`config.mk`:
```
export PLATFORM = sky130hd
export DESIGN_NAME = ecrc_ctrl
export DESIGN_NICKNAME = d
export VERILOG_FILES = /design/src/rtl/Fragmentation_Package.sv /design/src/rtl/ecrc_variant_mask.sv /design/src/rtl/ecrc_ctrl.sv
export SDC_FILE = /design/constraint.sdc
export NUM_CORES = 1
export LEC_CHECK = 0
export BUFFER_PORTS_ARGS = -buffer_cell sky130_fd_sc_hd__buf_2
export CAP_MARGIN = 20
export CORE_AREA = 2 2 245 247
export CTS_BUF_LIST = sky130_fd_sc_hd__clkbuf_4 sky130_fd_sc_hd__clkbuf_8
export CTS_CLUSTER_SIZE = 30
export DETAILED_ROUTE_END_ITERATION = 16
export DIE_AREA = 0 0 247 249
export SLEW_MARGIN = 20
export SYNTH_ARGS = -nofsm -noshare
export SYNTH_HDL_FRONTEND = slang
export SYNTH_SLANG_ARGS = --single-unit
```
`constraint.sdc`:
```
create_clock -name clk -period 1.7 [get_ports clk]
set_input_delay 0.34 -clock clk [delete_from_list [all_inputs] [get_ports clk]]
set_output_delay 0.34 -clock clk [all_outputs]
set_load 0.005 [all_outputs]
```
`src/rtl/Fragmentation_Package.sv`:
```
// ============================================================================
// Fragmentation_Package
// ----------------------------------------------------------------------------
// Shared constants and types for the TL_TX Data_Fragmentation ECRC path.
//
// Contents:
//   DATA_ECRC_IN_WIDTH  - message beat width fed to the ECRC engine (bits)
//   ECRC_LENGTH_WIDTH   - width of the per-beat byte count
//   POLY_WIDTH          - CRC width
//   ECRC_SEED           - seed loaded into the engine at the start of a TLP
//   VARIANT_BIT_TYPE0   - Type[0] position, as a bit offset from the beat MSB
//   VARIANT_BIT_EP      - EP position, as a bit offset from the beat MSB
//   ecrc_ctrl_state_e   - sequencer states
//
// Optional feature macro used by the consumers of this package:
//   ECRC_VARIANT_MASK_EN
// ============================================================================
package Fragmentation_Package;

    localparam int DATA_ECRC_IN_WIDTH = 256;
    localparam int ECRC_LENGTH_WIDTH  = 6;
    localparam int POLY_WIDTH         = 32;

    localparam logic [31:0] ECRC_SEED = 32'hFFFF_FFFF;

    // Byte 0 sits at the MSBs of a beat. Offsets are counted down from the
    // MSB so they stay valid for any beat width:
    //   Type[0] = byte 0 bit 0 -> offset 7
    //   EP      = byte 2 bit 6 -> offset 2*8 + (7-6) = 17
    localparam int VARIANT_BIT_TYPE0 = 7;
    localparam int VARIANT_BIT_EP    = 17;

    typedef enum logic [2:0] {
        IDLE   = 3'd0,   // no TLP open
        ACCUM  = 3'd1,   // TD=1 TLP open, engine accumulating
        BYPASS = 3'd2,   // TD=0 TLP open, engine untouched
        WAIT   = 3'd3,   // engine result settling
        HOLD   = 3'd4    // ECRC presented to the consumer
    } ecrc_ctrl_state_e;

endpackage

```
`src/rtl/ecrc_variant_mask.sv`:
```
// ============================================================================
// ecrc_variant_mask
// ----------------------------------------------------------------------------
// Combinational masker that forces the PCIe variant bits (Type[0] and EP) to
// 1 on the SOP beat before it reaches the ECRC engine. Non-SOP beats pass
// unchanged.
//
// Ports:
//   msg_in   in  DATA_WIDTH  beat, byte 0 at the MSBs
//   sop      in  1           beat is the first of a TLP
//   msg_out  out DATA_WIDTH  beat with variant bits forced on SOP
//
// Only instantiated when ECRC_VARIANT_MASK_EN is defined.
// ============================================================================
module ecrc_variant_mask
    import Fragmentation_Package::*;
#(
    parameter int DATA_WIDTH = DATA_ECRC_IN_WIDTH
) (
    input  logic [DATA_WIDTH-1:0] msg_in,
    input  logic                  sop,
    output logic [DATA_WIDTH-1:0] msg_out
);

    localparam int POS_TYPE0 = DATA_WIDTH - 1 - VARIANT_BIT_TYPE0;
    localparam int POS_EP    = DATA_WIDTH - 1 - VARIANT_BIT_EP;

    genvar gi;
    generate
        for (gi = 0; gi < DATA_WIDTH; gi++) begin : g_bit
            if ((gi == POS_TYPE0) || (gi == POS_EP)) begin : g_variant
                assign msg_out[gi] = msg_in[gi] | sop;
            end else begin : g_pass
                assign msg_out[gi] = msg_in[gi];
            end
        end
    endgenerate

endmodule

```
`src/rtl/ecrc_ctrl.sv`:
```
// ============================================================================
// ecrc_ctrl
// ----------------------------------------------------------------------------
// Sequences the ECRC engine inside TL_TX Data_Fragmentation. SOP/EOP framed
// TLP beats are accepted from the fragmentation arbiter path; TD=1 TLPs are
// streamed into the engine (seed + accumulate), the finished ECRC is captured
// and held on a valid/ready handshake until the fragmentation logic appends
// it. TD=0 TLPs pass through without engine activity.
//
// Ports:
//   clk              in   clock
//   arst             in   asynchronous reset, active-low
//   tlp_i_valid      in   beat valid
//   tlp_o_ready      out  beat accepted when valid & ready
//   tlp_i_data       in   beat data, byte 0 at MSBs
//   tlp_i_bytes      in   valid bytes in beat (MSB-aligned)
//   tlp_i_sop/eop    in   TLP framing
//   tlp_i_td         in   ECRC requested, sampled on SOP
//   CRC_i_Message    out  } engine drive: the ecrc_if arbiter_ecrc
//   CRC_i_Length     out  } signal set (message, length, enable,
//   CRC_i_EN         out  } seed and seed-load)
//   CRC_i_Seed       out  }
//   CRC_i_Seed_Load  out  }
//   CRC_o_CRC        in   engine result, valid the cycle after an EN
//   ecrc_o_valid     out  ECRC available
//   ecrc_o_value     out  final ECRC
//   ecrc_i_ready     in   consumer takes ECRC
//   busy_o           out  state != IDLE
//   err_o            out  one-cycle protocol-error pulse (beat still consumed)
//
// Optional feature macro: ECRC_VARIANT_MASK_EN
//   Defined   : SOP beat has Type[0] and EP forced to 1 on CRC_i_Message.
//   Undefined : CRC_i_Message is tlp_i_data unmodified.
// ============================================================================
module ecrc_ctrl #(
    parameter int                DATA_WIDTH = Fragmentation_Package::DATA_ECRC_IN_WIDTH,
    parameter int                LEN_WIDTH  = Fragmentation_Package::ECRC_LENGTH_WIDTH,
    parameter int                POLY_WIDTH = Fragmentation_Package::POLY_WIDTH,
    parameter logic [POLY_WIDTH-1:0] ECRC_SEED = Fragmentation_Package::ECRC_SEED
) (
    input  logic                  clk,
    input  logic                  arst,

    input  logic                  tlp_i_valid,
    output logic                  tlp_o_ready,
    input  logic [DATA_WIDTH-1:0] tlp_i_data,
    input  logic [LEN_WIDTH-1:0]  tlp_i_bytes,
    input  logic                  tlp_i_sop,
    input  logic                  tlp_i_eop,
    input  logic                  tlp_i_td,

    output logic [DATA_WIDTH-1:0] CRC_i_Message,
    output logic [LEN_WIDTH-1:0]  CRC_i_Length,
    output logic                  CRC_i_EN,
    output logic [POLY_WIDTH-1:0] CRC_i_Seed,
    output logic                  CRC_i_Seed_Load,
    input  logic [POLY_WIDTH-1:0] CRC_o_CRC,

    output logic                  ecrc_o_valid,
    output logic [POLY_WIDTH-1:0] ecrc_o_value,
    input  logic                  ecrc_i_ready,

    output logic                  busy_o,
    output logic                  err_o
);

    import Fragmentation_Package::*;

    localparam int                   MAX_BYTES = DATA_WIDTH / 8;
    localparam logic [LEN_WIDTH-1:0] MAX_LEN   = LEN_WIDTH'(MAX_BYTES);

    ecrc_ctrl_state_e        state_reg;
    ecrc_ctrl_state_e        state_next;
    logic [POLY_WIDTH-1:0]   ecrc_value_reg;

    logic                    open_state;    // states that take beats
    logic                    beat_ready;
    logic                    accept;
    logic                    sop_accept;
    logic                    seed_load;
    logic                    engine_en;
    logic                    bad_len;
    logic [LEN_WIDTH-1:0]    len_clamped;
    logic                    err_orphan;    // non-SOP beat with no TLP open
    logic                    err_abort;     // SOP while a TLP is still open
    logic [DATA_WIDTH-1:0]   message;

    // ------------------------------------------------------------------------
    // State and captured ECRC
    // ------------------------------------------------------------------------
    always_ff @(posedge clk or negedge arst) begin
        if (!arst) begin
            state_reg      <= IDLE;
            ecrc_value_reg <= '0;
        end else begin
            state_reg <= state_next;
            // The engine result is valid exactly one cycle after the last EN,
            // which is the single WAIT cycle.
            if (state_reg == WAIT) begin
                ecrc_value_reg <= CRC_o_CRC;
            end
        end
    end

    // ------------------------------------------------------------------------
    // Beat acceptance and engine strobes
    // ------------------------------------------------------------------------
    always_comb begin
        open_state  = (state_reg == IDLE) || (state_reg == ACCUM) ||
                      (state_reg == BYPASS);
        // Outputs are held low while reset is asserted, so ready is also
        // qualified with arst even though the state already reads IDLE.
        beat_ready  = arst && open_state;
        accept      = tlp_i_valid && beat_ready;
        sop_accept  = accept && tlp_i_sop;

        // Any SOP (normal, or one that aborts an open TLP) restarts the
        // engine from the seed. Seed and first accumulate share a cycle.
        seed_load   = sop_accept && tlp_i_td;
        engine_en   = seed_load ||
                      (accept && !tlp_i_sop && (state_reg == ACCUM));

        bad_len     = (tlp_i_bytes == '0) || (tlp_i_bytes > MAX_LEN);
        len_clamped = bad_len ? MAX_LEN : tlp_i_bytes;

        err_orphan  = (state_reg == IDLE) && !tlp_i_sop;
        err_abort   = tlp_i_sop &&
                      ((state_reg == ACCUM) || (state_reg == BYPASS));
    end

    // ------------------------------------------------------------------------
    // Next state
    // ------------------------------------------------------------------------
    always_comb begin
        state_next = state_reg;
        case (state_reg)
            IDLE, ACCUM, BYPASS: begin
                if (sop_accept) begin
                    if (tlp_i_td) begin
                        state_next = tlp_i_eop ? WAIT : ACCUM;
                    end else begin
                        state_next = tlp_i_eop ? IDLE : BYPASS;
                    end
                end else if (accept && tlp_i_eop) begin
                    // A stray EOP in IDLE is dropped with the rest of the
                    // orphan beat; IDLE keeps its value.
                    if (state_reg == ACCUM) begin
                        state_next = WAIT;
                    end else if (state_reg == BYPASS) begin
                        state_next = IDLE;
                    end
                end
            end
            WAIT: begin
                state_next = HOLD;
            end
            HOLD: begin
                if (ecrc_i_ready) begin
                    state_next = IDLE;
                end
            end
            default: begin
                state_next = IDLE;
            end
        endcase
    end

    // ------------------------------------------------------------------------
    // Engine message path
    // ------------------------------------------------------------------------
`ifdef ECRC_VARIANT_MASK_EN
    ecrc_variant_mask #(
        .DATA_WIDTH (DATA_WIDTH)
    ) u_variant_mask (
        .msg_in  (tlp_i_data),
        .sop     (tlp_i_sop),
        .msg_out (message)
    );
`else
    assign message = tlp_i_data;
`endif

    // ------------------------------------------------------------------------
    // Outputs
    // ------------------------------------------------------------------------
    assign tlp_o_ready     = beat_ready;
    assign CRC_i_EN        = engine_en;
    assign CRC_i_Seed_Load = seed_load;
    assign CRC_i_Seed      = ECRC_SEED;
    assign CRC_i_Message   = arst ? message     : '0;
    assign CRC_i_Length    = arst ? len_clamped : '0;

    assign ecrc_o_valid    = (state_reg == HOLD);
    assign ecrc_o_value    = ecrc_value_reg;
    assign busy_o          = (state_reg != IDLE);
    assign err_o           = accept && (err_orphan || err_abort || bad_len);

endmodule
```
==> flow_summary.json, run 1 <==
{
  "nets": 1326,
  "synth-seq-cells": 35,
  "cts_made_buffers": 5,
  "tritoncts": "done",
  "p_per_area_nw_per_um2": 648.1,
  "cts_sinks": 35,
  "syn_to_final_growth_pct": 119.8,
  "die-height_um": 249,
  "insertion_delay_ns": 0.31,
  "grt_pass1_wl_um": 53250,
  "ant_nets": 0,
  "synth_area_um2": 3498,
  "dp_hpwl_um": 41160,
  "hold_path_class": "input port to flop",
  "grt_overflow_total": 0,
  "seq_area_frac_synth_pct": 25.04,
  "htreeDepth": 2,
  "fin_crit_sh_pct": 109.9,
  "final-hold-violation-count": 0,
  "drtPass1Iterations": 4,
  "mostFrequentLayoutCells": "595 x buf_2, 260 x and2_1, 32 x conb_1, 32 x dfrtp_1, 30 x mux2_2",
  "place.gp.congestion": 0.8993,
  "layout-drive-gt1-share_pct": 65.76,
  "io_buffers": 600,
  "finalSetupViolCount": 4,
  "outcome": "complete, but fails checks",
  "finalClockSkew_ns": 0.007978,
  "clk_pin_slew_ns": 0.07,
  "grt_pass1_vias": 5005,
  "start_util_pct": 5.961,
  "yosys.area.top_type": "and2_1",
  "dr_total_vias": 5450,
  "path_buf_inv": 1,
  "largest_register_ffs": 32,
  "drc": 0,
  "yosysWarnings": 0,
  "ctsRootBufferMaster": "clkbuf_8",
  "synth_cell_type_count": 31,
  "violations": "negative setup slack",
  "final_critical_path_setup_slack_ns": -0.1679,
  "max_stage_delay_ns": 0.47,
  "slowest_stage": "dfrtp_2",
  "ios": 633,
  "antenna_found_initial": 91,
  "drv_cap": 0,
  "slew_violations": 0,
  "clock.fmax_ghz": 0.5354,
  "end_kind": "output pin",
  "first_iter_violations": 259,
  "grt_max_degree": 65,
  "wl_per_cell_um": 24.27,
  "syn_inst": 431,
  "avgSynthCellArea_um2": 8.117,
  "start_kind": "flop",
  "period_needed_ns": 1.868,
  "ir_drop_uv": 632.6,
  "dieWidth_um": 247,
  "rsz0062_at_grt": "yes",
  "synth_top_area_share_pct": 46.67,
  "critPathTopFamily": "flip-flops",
  "final_core_util_pct": 13.10,
  "synth.area.top_cells": "and2_1 47%, dfrtp_1 25%, mux2_2 9.7%",
  "dieArea_um2": 61500,
  "worstSetupPathType": "flop to output pin",
  "crit_chain": "a211oi_4, and3_4, and2_4, buf_6",
  "routed_wl_um": 44120,
  "rows": 89,
  "crit_fanout": 6,
  "cts.path.max_buffers": 2,
  "coreArea_um2": 58690,
  "viasPerCell": 2.998,
  "required_ns": 1.36,
  "final_common_cell": "buf_2",
  "leakage_nw": 4.261,
  "dp_slack_ns": -0.2268,
  "track_usage_pct": 13.59,
  "cp.arrival_ns": 1.53
}
-- power breakdown --
| part | internal, W | switching (W) |
|---|---|---|
| clock | 0.000428 | 0.000318 |
| combinational | 0.00154 | 0.00121 |
| sequential | 0.00126 | 0.000220 |
-- cell families (layout without fill, tap and decap cells) --
kind of cell / after synthesis / after routing / synth area share [%]
simple gates: 282 / 282 / 50.68
compound gates: 7 / 7 / 1.502
xor+xnor: 3 / 3 / 0.7512
buf+inv: 69 / 632 / 11.05
other cells: 1 / 52 / 0.1072
mux: 34 / 34 / 10.87
flops: 35 / 35 / 25.04
-- worst reg2reg max path: cells and delay by family (launching register included) --
family | cells | cell delay [ns]
DFF | 1 | 0.47
muxes | 1 | 0.16
buffers and inverters | 3 | 0.30
AOI/OAI and AO/OA | 1 | 0.31
and+or+nand+nor | 1 | 0.22
-- worst paths after layout --
kind                       slack, ns               end  cells after the start        startpoint
min reg2reg                     0.49  ecrc_o_value[16]                      1  ecrc_o_value[16]
max                            -0.17   CRC_i_Seed_Load                      4      state_reg[0]
min in group asynchronous       0.24  ecrc_o_value[22]                      3              arst
max in group asynchronous       1.02      state_reg[2]                      4              arst
max reg2reg                     0.16      state_reg[1]                      6      state_reg[0]
min                             0.23      state_reg[2]                      2      ecrc_i_ready
-- repair_timing --
item	CTS	global route
setup endpoints to repair	6	7
resized for setup	11	6
pin swaps	9	4
hold buffers	0	0
setup buffers	5	1
-- final cells by class --
cell class	instances	area, um2
Inverter	3	11.26
Multi-Input combinational cell	358	2385
Clock buffer	5	68.82
Tap cell	773	967.2
Clock inverter	2	37.54
Antenna cell	20	50.05
Timing Repair Buffer	622	3291
Sequential cell	35	879.6
Fill cell	6838	51000
-- metal layers --
metal	up-vias	GRT usage (%)	share of wire (%)
li1	2475	-	-
met5	-	0	0.84
met3	96	15.48	26
met2	462	17.74	37
met1	2359	14.84	35
met4	58	1.274	0.95
-- through the flow --
stage                     hold WS (ns)  total power [W]  area [um2]  TNS, ns  std cells
after floorplan                0.04441         0.002632        3615        0        462
after global placement          0.4697         0.004096        7431  -0.3978       1786
after detailed placement        0.4763         0.004144        7431  -0.3855       1786
after CTS                       0.2094         0.005050        7619  -0.6072       1798
after global routing            0.2285         0.005405        7647  -0.9178       1801
final                           0.2336         0.004984        7690  -0.5584       1818
-- cell usage after synthesis --
cell,number
a21oi_2,1
inv_1,3
buf_4,32
buf_2,5
nand2b_1,3
mux2_1,2
mux2i_1,2
mux2_2,30
and3_1,1
clkbuf_2,1
a211oi_2,1
nand3_1,1
and2_2,1
xnor2_1,1
conb_1,1
xor2_1,2
nor2_1,6
dfrtp_1,35
nand3b_1,1
nor2_4,1
o21ai_0,3
nor3b_1,1
or4_4,1
nand3b_4,1
nand2_1,2
or3_1,1
and2_1,261
clkbuf_1,28
o31ai_1,1
a221oi_1,1
nand4b_1,1
Note: power is estimated with default switching activity, not from simulation.
==> run 2: changes to the inputs <==
==> constraint.sdc (replaced) <==
create_clock -name clk -period 1.7 [get_ports clk]
set_input_delay 0.34 -clock clk [delete_from_list [all_inputs] [get_ports clk]]
set_output_delay 0.34 -clock clk [all_outputs]
set_load 0.01 [all_outputs]
==> flow_summary.json, run 2 (synthesized netlist as in run 1, its figures left out) <==
{
  "coreArea_um2": 58690,
  "end_kind": "output pin",
  "hold_path_class": "input port to flop",
  "final-hold-violation-count": 0,
  "slew_violations": 0,
  "grt_pass1_wl_um": 52900,
  "clk_pin_slew_ns": 0.06,
  "largest_register_ffs": 32,
  "wl_per_cell_um": 24.24,
  "dr_total_vias": 5467,
  "cts.path.max_buffers": 2,
  "tritoncts": "done",
  "dp_slack_ns": -0.2411,
  "clock.fmax_ghz": 0.5322,
  "grt_max_degree": 64,
  "ant_nets": 0,
  "fin_crit_sh_pct": 110.5,
  "first_iter_violations": 238,
  "slowest_stage": "or4_4",
  "p_total_w": 0.005424,
  "required_ns": 1.36,
  "p_per_area_nw_per_um2": 700.8,
  "ir_drop_uv": 662.3,
  "crit_fanout": 2,
  "critPathCapture": "err_o",
  "grt_pass1_vias": 4971,
  "power_switching_share_pct": 38.52,
  "p_int_w": 0.003335,
  "place.gp.congestion": 0.8880,
  "layout-drive-gt1-share_pct": 66.08,
  "clockPowerShare_pct": 13.6,
  "drv_cap": 0,
  "routed_wl_um": 44110,
  "worstSetupPathType": "input port to output pin",
  "io_buffers": 600,
  "cp.arrival_ns": 1.54,
  "drtPass1Iterations": 4,
  "leakage_nw": 4.282,
  "htreeDepth": 2,
  "n_fill_cell": 6819,
  "dpl.cell_count": 1786,
  "drc": 0,
  "period_needed_ns": 1.879,
  "track_usage_pct": 13.52,
  "dp_hpwl_um": 41160,
  "final_common_cell": "buf_2",
  "ctsRootBufferMaster": "clkbuf_8",
  "finalClockSkew_ns": 0.008211,
  "violations": "negative setup slack",
  "finalSetupViolCount": 4,
  "timing.reg2reg.worst_path_depth": 5,
  "seqPwrFrac_pct": 27.4,
  "r2r-start": "state_reg[0]",
  "syn_to_final_growth_pct": 121.2,
  "dieArea_um2": 61500,
  "insertion_delay_ns": 0.31,
  "grt_overflow_total": 0,
  "nets": 1330,
  "r2r_slack_ns": 0.11,
  "rows": 89,
  "crit_chain": "buf_6, or4_4, nor2_4, xnor2_1, a21oi_2, buf_2",
  "p_comb_share_pct": 59.1,
  "die-height_um": 249,
  "final_area_um2": 7740,
  "max_stage_delay_ns": 0.54,
  "startpoint": "tlp_i_bytes[1]",
  "final_critical_path_setup_slack_ns": -0.1790,
  "layoutNonFillerInstCount": 1820,
  "rr_endpoint": "ecrc_o_value[8]",
  "cts_sinks": 35,
  "start_util_pct": 5.961,
  "holdWs_ns": 0.2195,
  "dieWidth_um": 247,
  "rsz0062_at_grt": "yes",
  "cts_made_buffers": 5,
  "switching_power_w": 0.002089,
  "place_area_um2": 7431,
  "ios": 633,
  "antenna_found_initial": 88,
  "mostFrequentLayoutCells": "595 x buf_2, 261 x and2_1, 32 x conb_1, 32 x dfrtp_1, 30 x mux2_2",
  "start_kind": "input port",
  "outcome": "complete, but fails checks",
  "viasPerCell": 3.004
}
-- run 2: changes by cell type in the layout (fill, tap and decap cells not counted), sizes merged --
cell | previous run | this run
buf | 622 | 626
diode | 20 | 18
-- run 2: layer usage --
metal	up-vias	share of wire (%)	routed length (um)	GRT usage, %
met4	56	1.1	477	1.084
met3	100	26	11400	14.92
met5	-	0.81	356	0
li1	2471	-	-	-
met1	2370	36	15790	15.06
met2	470	36	16090	17.74
-- run 2: worst min path at each step --
stage | slack, ns | to | from | cells past startpoint
after detailed placement | 0.48 | ecrc_o_value[16] | ecrc_o_value[16] | 1
after CTS | 0.20 | state_reg[2] | ecrc_i_ready | 2
after global routing | 0.23 | state_reg[2] | ecrc_i_ready | 2
after global placement | 0.47 | ecrc_o_value[15] | ecrc_o_value[15] | 1
final | 0.22 | state_reg[2] | ecrc_i_ready | 2
after floorplan | 0.04 | ecrc_o_value[0] | arst | 0
-- run 2: critical path, delay by kind of cell --
kind / cells / cell delay (ns)
compound gates: 1 / 0.14
xor+xnor: 1 / 0.11
simple gates: 2 / 0.72
buf+inv: 2 / 0.23
-- run 2: through the flow --
step / utilization, % / TNS [ns]
6_report: 13.19 / -0.5351
4_1_cts: 12.94 / -0.5989
2_1_floorplan: - / 0
3_3_place_gp: 12.66 / -0.5554
5_1_grt: 13.12 / -0.8839
3_5_place_dp: 12.66 / -0.5396
-- run 2: layout make-up --
cell class	count	area (um2)	share of cell area, %
Multi-Input combinational cell	358	2395	30.94
Clock buffer	5	68.82	0.8891
Inverter	3	11.26	0.1455
Tap cell	773	967.2	12.50
Timing Repair Buffer	626	3336	43.10
Clock inverter	2	37.54	0.4850
Antenna cell	18	45.04	0.5820
Sequential cell	35	879.6	11.36
-- run 2: timing repair --
action | CTS | global route
gates resized for setup | 8 | 15
pin swaps | 5 | 7
endpoints found under the setup margin | 11 | 8
hold buffers | 0 | 0
setup buffers | 4 | 5
hold endpoints to repair | 0 | 0
-- run 2: power groups by stage --
stage               clock [W]  sequential (W)  combinational [W]
finish               0.000736         0.00148            0.00320
global route         0.000813         0.00154            0.00349
CTS                  0.000791         0.00146            0.00309
detailed placement          0         0.00148            0.00297
global placement            0         0.00147            0.00295
floorplan                   0         0.00166            0.00129
==> run 3: changes to the inputs <==
--- a/config.mk
+++ b/config.mk
@@ -12,6 +12,7 @@
 export CTS_CLUSTER_SIZE = 30
 export DETAILED_ROUTE_END_ITERATION = 16
 export DIE_AREA = 0 0 247 249
+export MAX_ROUTING_LAYER = met4
 export SLEW_MARGIN = 20
 export SYNTH_ARGS = -nofsm -noshare
 export SYNTH_HDL_FRONTEND = slang
==> flow_summary.json, run 3 (synthesized netlist as in run 1, its figures left out) <==
{
  "start_kind": "input port",
  "max_stage_delay_ns": 0.53,
  "final_core_util_pct": 13.19,
  "p_total_w": 0.005272,
  "grt_pass1_wl_um": 53430,
  "hold_path_class": "input port to flop",
  "worstSetupPathType": "input port to output pin",
  "final-hold-violation-count": 0,
  "dp_slack_ns": -0.2275,
  "htreeDepth": 2,
  "dr_total_vias": 5412,
  "period_needed_ns": 1.859,
  "start_util_pct": 5.961,
  "rsz0062_at_grt": "yes",
  "grt_max_degree": 67,
  "wl_per_cell_um": 24.04,
  "final_critical_path_setup_slack_ns": -0.1586,
  "antenna_found_initial": 89,
  "layout-drive-gt1-share_pct": 65.76,
  "cts_made_buffers": 5,
  "violations": "negative setup slack",
  "first_iter_violations": 217,
  "slowest_stage": "or4_4",
  "ir_drop_uv": 705.4,
  "outcome": "complete, but fails checks",
  "cp.arrival_ns": 1.52,
  "routed_wl_um": 44360,
  "clock.fmax_ghz": 0.5380,
  "p_per_area_nw_per_um2": 681.1,
  "register_area_um2": 879.6,
  "dieArea_um2": 61500,
  "die-height_um": 249,
  "p_int_w": 0.003208,
  "drc": 0,
  "grt_pass1_vias": 5042,
  "switching_power_w": 0.002064,
  "path_buf_inv": 2,
  "dieWidth_um": 247,
  "io_buffers": 600,
  "insertion_delay_ns": 0.31,
  "coreArea_um2": 58690,
  "slew_violations": 0,
  "finalClockSkew_ns": 0.007255,
  "p_comb_share_pct": 58.9,
  "required_ns": 1.36,
  "n_fill_cell": 6833,
  "largest_register_ffs": 32,
  "multi_input_area_um2": 2385,
  "mostFrequentLayoutCells": "594 x buf_2, 261 x and2_1, 32 x conb_1, 32 x dfrtp_1, 30 x mux2_2",
  "viasPerCell": 2.933,
  "tritoncts": "done",
  "end_kind": "output pin",
  "fin_crit_sh_pct": 109.3,
  "crit_fanout": 2,
  "final_common_cell": "buf_2",
  "track_usage_pct": 14.04,
  "nets": 1325,
  "finalSetupViolCount": 5,
  "ios": 633,
  "ant_nets": 0,
  "cts.path.max_buffers": 2,
  "drv_cap": 0,
  "holdWs_ns": 0.2265,
  "cts_sinks": 35,
  "place.gp.congestion": 0.9057,
  "clk_pin_slew_ns": 0.07,
  "syn_to_final_growth_pct": 121.3,
  "rows": 89,
  "drtPass1Iterations": 5,
  "grt_overflow_total": 0,
  "crit_chain": "buf_6, or4_4, nor2_4, xnor2_2, a21oi_2, buf_2",
  "ctsRootBufferMaster": "clkbuf_8",
  "seqPwrFrac_pct": 28.0,
  "critPathTopFamily": "simple AND/OR/NAND/NOR gates",
  "dp_hpwl_um": 41570,
  "clockPowerShare_pct": 13.1,
  "power_switching_share_pct": 39.16,
  "leakage_nw": 4.251
}
==> run 3: cell types whose count changed in the layout (fill, tap and decap cells not counted), moves of 2 or more <==
cell,delta
buf_4,-2
diode_2,+29
nor2_4,-2
clkbuf_8,+2
==> run 3: per-stage QoR <==
step,area [um2],instances,setup TNS [ns]
3_3_place_gp,7411,1785,-0.5104
5_1_grt,7709,1832,-1.008
2_1_floorplan,3615,462,0
3_5_place_dp,7411,1785,-0.4261
6_report,7741,1845,-0.5740
4_1_cts,7597,1797,-0.6508
==> run 3: routing by layer <==
layer	share of wire, %	wire length (um)	track usage, %
met2	37	16260	18.02
met4	0.97	429	1.360
met5	0	0	-
met1	39	17480	15.10
met3	23	10190	14.88
==> run 3: area by class of cell <==
class | instances | share of cell area (%)
Clock inverter | 1 | 0.09698
Inverter | 3 | 0.1455
Antenna cell | 47 | 1.519
Timing Repair Buffer | 621 | 42.33
Tap cell | 773 | 12.49
Multi-Input combinational cell | 358 | 30.81
Sequential cell | 35 | 11.36
Clock buffer | 7 | 1.245
==> run 3: final timing paths <==
check / start / end / slack (ns) / cells after the start
setup reg to reg: state_reg[2] / ecrc_o_value[15] / 0.12 / 5
min in group asynchronous: arst / state_reg[0] / 0.24 / 3
setup / recovery: tlp_i_bytes[1] / err_o / -0.16 / 6
hold / removal: ecrc_i_ready / state_reg[2] / 0.23 / 2
max in group asynchronous: arst / ecrc_o_value[10] / 1.02 / 4
hold reg to reg: ecrc_o_value[16] / ecrc_o_value[16] / 0.49 / 1
==> run 3: repair_timing <==
action / 4_1_cts / 5_1_grt
buffers inserted: 4 / 3
gates resized for setup: 13 / 7
pin swaps: 3 / 2
setup endpoints to repair: 9 / 8
hold buffers: 0 / 0
==> run 3: power groups by stage <==
| stage | Combinational, W | Sequential (W) | Clock, W |
|---|---|---|---|
| final | 0.00311 | 0.00148 | 0.000688 |
| after global placement | 0.00295 | 0.00147 | 0 |
| after global routing | 0.00339 | 0.00152 | 0.000768 |
| after floorplan | 0.00129 | 0.00166 | 0 |
| after CTS | 0.00311 | 0.00147 | 0.000741 |
| after detailed placement | 0.00297 | 0.00149 | 0 |
